--- src/rtl/i2s_line_in_rx.sv ---
// I2S master-mode line-in receiver: generates MCLK/SCK/LRCK from a 9-bit frame counter,
// deserializes 16-bit stereo samples and hands each pair over through a 1-entry valid/ready buffer.
module i2s_line_in_rx #(
  parameter int unsigned DISCARD_FRAMES = 4,
  parameter logic [3:0]  SAMPLE_PHASE   = 4'd11
) (
  input  logic        clk,
  input  logic        rst,
  input  logic        enable,
  input  logic        adc_sdout,
  output logic        adc_mclk,
  output logic        adc_lrck,
  output logic        adc_sck,
  output logic [15:0] sample_left,
  output logic [15:0] sample_right,
  output logic        sample_valid,
  input  logic        sample_ready,
  output logic        overrun,
  input  logic        overrun_clr
);

  localparam int unsigned CNT_W    = 9;
  localparam int unsigned SAMPLE_W = 16;
  localparam int unsigned DISC_W   = 4;
  localparam int unsigned SLOT_W   = 5;

  typedef enum logic [1:0] {
    IDLE  = 2'd0,
    PRIME = 2'd1,
    RUN   = 2'd2
  } state_e;

  state_e                state_q, state_d;
  logic [CNT_W-1:0]      cnt_q, cnt_d;
  logic [SAMPLE_W-1:0]   left_sr_q, left_sr_d;
  logic [SAMPLE_W-1:0]   right_sr_q, right_sr_d;
  logic [SAMPLE_W-1:0]   left_q, left_d;
  logic [SAMPLE_W-1:0]   right_q, right_d;
  logic                  valid_q, valid_d;
  logic                  overrun_q, overrun_d;
  logic                  skip_q, skip_d;
  logic [DISC_W-1:0]     disc_q, disc_d;

  logic [SLOT_W-1:0]     slot_c;
  logic                  capture_c;
  logic                  frame_evt_c;
  logic                  load_c;
  logic                  accept_c;

  assign slot_c      = cnt_q[8:4];
  assign capture_c   = enable && (state_q != IDLE) && (cnt_q[3:0] == SAMPLE_PHASE);
  assign frame_evt_c = capture_c && (slot_c == SLOT_W'(0));
  assign accept_c    = valid_q && sample_ready;

  assign adc_mclk     = cnt_q[1];
  assign adc_sck      = cnt_q[3];
  assign adc_lrck     = cnt_q[8];
  assign sample_left  = left_q;
  assign sample_right = right_q;
  assign sample_valid = valid_q;
  assign overrun      = overrun_q;

  // State register
  always_ff @(posedge clk or posedge rst) begin
    if (rst) state_q <= IDLE;
    else     state_q <= state_d;
  end

  // Next-state logic
  always_comb begin
    state_d = state_q;
    if (!enable) begin
      state_d = IDLE;
    end else begin
      case (state_q)
        IDLE:    state_d = PRIME;
        PRIME:   if (frame_evt_c && !skip_q && (disc_q == DISC_W'(DISCARD_FRAMES - 1)))
                   state_d = RUN;
        RUN:     state_d = RUN;
        default: state_d = IDLE;
      endcase
    end
  end

  // FSM outputs: settling-frame bookkeeping and buffer load strobe
  always_comb begin
    disc_d = disc_q;
    skip_d = skip_q;
    load_c = 1'b0;
    if (!enable) begin
      disc_d = '0;
      skip_d = 1'b1;
    end else begin
      case (state_q)
        IDLE: begin
          disc_d = '0;
          skip_d = 1'b1;
        end
        PRIME: begin
          // first slot-0 after enable carries no sample, so it is not counted
          if (frame_evt_c) begin
            if (skip_q) skip_d = 1'b0;
            else        disc_d = DISC_W'(disc_q + DISC_W'(1));
          end
        end
        RUN:     load_c = frame_evt_c;
        default: load_c = 1'b0;
      endcase
    end
  end

  // Counter, deserializer and output buffer
  always_comb begin
    cnt_d      = enable ? CNT_W'(cnt_q + CNT_W'(1)) : '0;
    left_sr_d  = left_sr_q;
    right_sr_d = right_sr_q;
    left_d     = left_q;
    right_d    = right_q;
    valid_d    = valid_q;
    overrun_d  = overrun_q;

    if (!enable) begin
      left_sr_d  = '0;
      right_sr_d = '0;
    end else if (capture_c) begin
      if ((slot_c >= SLOT_W'(1)) && (slot_c <= SLOT_W'(16)))
        left_sr_d = {left_sr_q[SAMPLE_W-2:0], adc_sdout};
      else
        right_sr_d = {right_sr_q[SAMPLE_W-2:0], adc_sdout};
    end

    if (overrun_clr) overrun_d = 1'b0;
    if (load_c) begin
      // pair is complete once right[0] lands in slot 0
      left_d  = left_sr_q;
      right_d = right_sr_d;
      valid_d = 1'b1;
      if (valid_q && !sample_ready) overrun_d = 1'b1;
    end else if (accept_c) begin
      valid_d = 1'b0;
    end
  end

  always_ff @(posedge clk or posedge rst) begin
    if (rst) begin
      cnt_q      <= '0;
      left_sr_q  <= '0;
      right_sr_q <= '0;
      left_q     <= '0;
      right_q    <= '0;
      valid_q    <= 1'b0;
      overrun_q  <= 1'b0;
      skip_q     <= 1'b1;
      disc_q     <= '0;
    end else begin
      cnt_q      <= cnt_d;
      left_sr_q  <= left_sr_d;
      right_sr_q <= right_sr_d;
      left_q     <= left_d;
      right_q    <= right_d;
      valid_q    <= valid_d;
      overrun_q  <= overrun_d;
      skip_q     <= skip_d;
      disc_q     <= disc_d;
    end
  end

endmodule

--- config.mk ---
export PLATFORM = sky130hd
export DESIGN_NAME = i2s_line_in_rx
export DESIGN_NICKNAME = d
export VERILOG_FILES = /design/src/rtl/i2s_line_in_rx.sv
export SDC_FILE = /design/constraint.sdc
export NUM_CORES = 1
export LEC_CHECK = 0
export BUFFER_PORTS_ARGS = -buffer_cell sky130_fd_sc_hd__buf_2
export CORE_ASPECT_RATIO = 1.2
export CORE_UTILIZATION = 56
export CTS_CLUSTER_SIZE = 40
export DETAILED_ROUTE_END_ITERATION = 16
export PLACE_DENSITY = 0.75
export RECOVER_POWER = 25
export SETUP_SLACK_MARGIN = 0.02
export SLEW_MARGIN = 25
export SYNTH_ARGS = -nofsm -noshare
export SYNTH_HDL_FRONTEND = slang
export SYNTH_SLANG_ARGS = --single-unit
--- constraint.sdc ---
create_clock -name clk -period 2.95 [get_ports clk]
set_clock_uncertainty 0.15 [all_clocks]
set_input_delay 0.295 -clock clk [delete_from_list [all_inputs] [get_ports clk]]
set_output_delay 0.295 -clock clk [all_outputs]
set_load 0.005 [all_outputs]
==> out/metrics.csv <==
metric,value,unit
critical path class,reg -> reg,
core box area,6410,um2
CTS H-tree lvls,3,
CP Cell Sequence,"inv_1, ha_1, and3b_1, nand4_4, mux2_1",
clock latency on the worst-skew pair,0.36,ns
Cell variety after synth,42,
achievable clock frequency,426,MHz
RePlAce Congestion,0.736,
Mapped Avg Cell Area,11.4,um2
Worst EP required,3.04,ns
r2r setup slk,0.60,ns
Syn. warnings,0,
GRT overflow,0,
row count,32,
TNS Setup,0,ns
placed cell areas,3950,um2
WP buf/inv,1,
area occupied by multi-input gates,1510,um2
area taken by flip-flops and latches,2030,um2
clock power share,35.9,%
synthesized area,3680,um2
share of cells above drive strength 1,22.4,%
Critical Path Fanout Max,30,
"area leader, netlist",dfrtp_1,
final net count,372,
largest net degree at the start of global routing,56,
Clock Path Buffers,2,
max-cap check violation count,1,
CP max stage cell,mux2_1,
Worst Setup Slack post-DPL,0.547,ns
crit start category,register,
CP Capture Type,register,
DRC,0,
first-pass GRT wire length,11600,um
Gate Count Post-Synth,322,
Die Y,90.8,um
first-pass iteration count of the detailed router,4,
vias in the first global route,2508,
max-slew violations,41,
Critical Path Stages,5,
WHS Path Cells,2,
slack of the critical path,0.604,ns
die area,6900,um2
status,finished with violations,
#FFs+latches synth,81,
Yosys top cell area share,54.4,%
switch share,26.9,%
Starting Density,57.4,%
initial DRC count,278,
drt via density,5.70,
"Seq/Total Area, Yosys",55.1,%
critical path data arrival time,2.43,ns
reg2reg path depth,5,
initial antenna violation count,0,
Die X,76,um
Syn-to-layout area delta,12.9,%
pwr/cell area,502,nW/um2
min Tclk post-route,2.35,ns
Fin Hold WS,0.0547,ns
root buf cell,clkbuf_8,
syn nets,333,
LEAKAGE,1.99,nW
most frequent cells in the layout,"80 x dfrtp_1, 41 x o21ai_0, 41 x buf_2, 38 x nand3_1, 29 x a21boi_1",
max_slew headroom,-21.4,%
DR WL/cell,14.8,um
Filler Cell Count,517,
Worst Hold Class,in -> reg,
fin area,4150,um2
Total Routed Length,6660,um
I/O pin count,43,
antenna fix cells,0,
Logic pwr share,9.4,%
routed via count,2572,
final clock period utilization by the worst path,79.5,%
Synth area leaders,"dfrtp_1 54%, mux2_1 6.7%, a21boi_1 5.9%",
VDD IR-drop max,0.401,mV
unrepaired setup endpoints after global routing,false,
Top delay family on crit path,simple AND/OR/NAND/NOR gates,
Power Internal,1.52,mW
final hold vios,0,
final setup violation count,0,
clock slew at reported path FFs,0.09,ns
CP peak stage delay,0.51,ns
CTS buffer count,9,
switching power,0.562,mW
TritonCTS clock tree,done,
Reg power frac,54.7,%
GRT Resource Usage Total,21.4,%
"commonest non-fill, non-tap cell in the layout",dfrtp_1,
post-detail-place hpwl,4240,um
DRT antenna net count,0,
Post-CTS Setup Inserts,0,
CTS Sinks,81,
Slew @ Worst Pin,1.81,ns
Port-buffer cells,42,
failing checks,"max-capacitance violations, max-slew violations",
per-stage QoR:
stage / total power, mW / std cells / util [%]
floorplan: 1.31 / 322 / -
global placement: 1.35 / 433 / 61.6
detailed placement: 1.36 / 433 / 61.6
CTS: 2.11 / 451 / 64.9
global route: 2.18 / 451 / 64.8
finish: 2.09 / 451 / 64.8
final timing paths:
| kind | start | end |
|---|---|---|
| worst min register to register | cnt_q[0] | cnt_q[0] |
| max in group asynchronous | rst | sample_right[6] |
| worst min-delay path | adc_sdout | sample_right[0] |
| worst max register to register | state_q[0] | sample_left[6] |
| min in group asynchronous | rst | sample_left[10] |
| worst max-delay path | state_q[0] | sample_left[6] |
power by group through the flow:
stage	Sequential (mW)	Combinational (mW)	Clock, mW
CTS	1.14	0.195	0.770
finish	1.14	0.195	0.749
detailed placement	1.16	0.191	0
global placement	1.16	0.191	0
global route	1.14	0.220	0.816
floorplan	1.16	0.151	0
state kept, by name, indices dropped and copies added, names as in the netlist:
register,count
cnt_q,9
disc_q,4
left_sr_q,16
overrun,1
right_sr_q,15
sample_left,16
sample_right,16
sample_valid,1
skip_q,1
state_q,2
layer usage:
layer	vias to the layer above	global-route usage, %	share of wire, %
met1	1279	28.4	46
met5	-	0	0
li1	1224	-	-
met4	0	10.6	1.7
met2	58	34.2	48
met3	11	3.54	3.8
Yosys cell counts:
library cell and instances:
a21boi_0 6, a21boi_1 29, a21oi_1 2, a41oi_1 1, and2_1 5, and3_1 1, and3b_1 2, buf_1 2
buf_2 1, buf_6 5, clkbuf_1 13, clkbuf_2 2, dfrtp_1 80, dfstp_2 1, ha_1 5, inv_1 7
mux2_1 22, mux2_2 7, mux2i_1 1, nand2_1 15, nand2b_1 3, nand3_1 38, nand3b_1 2, nand4_1 1
nand4_2 1, nand4_4 1, nor2_1 3, nor2b_1 3, nor3b_1 1, nor4_2 1, nor4_4 1, o211ai_1 1
o21a_1 1, o21ai_0 41, o22ai_1 3, o311ai_1 1, or3_1 5, or3b_2 1, or4_4 1, xnor2_1 4
xnor2_4 1, xor2_1 1
repair_timing:
action / CTS / global route
hold buffers: 2 / 0
endpoints found under the hold margin: 40 / 0
endpoints found under the setup margin: 0 / 0
gates resized for setup: 0 / 0
worst register-to-register path, stage by stage (launching register included):
cell and delay, ns:
dfrtp_1 0.38, inv_1 0.09, ha_1 0.26, and3b_1 0.34, nand4_4 0.50, mux2_1 0.52
layout make-up:
cell class,count,share of cell area [%]
Sequential cell,81,48.8
Clock buffer,9,2.98
Timing Repair Buffer,51,7.08
Tap cell,85,2.56
Clock inverter,7,1.60
Inverter,7,0.663
Multi-Input combinational cell,211,36.3
cell families (layout without fill, tap and decap cells):
logic type / after synthesis / count (layout) / share of synthesized area [%]
AOI/OAI and AO/OA: 85 / 85 / 14.4
and+or+nand+nor: 85 / 85 / 13.5
DFF: 81 / 81 / 55.1
muxes: 30 / 30 / 9.15
adders and majority gates: 5 / 5 / 1.70
buffers and inverters: 30 / 74 / 4.18
xor gates and xnor gates: 6 / 6 / 1.94
No activity file was read; power rests on OpenSTA's default activity.
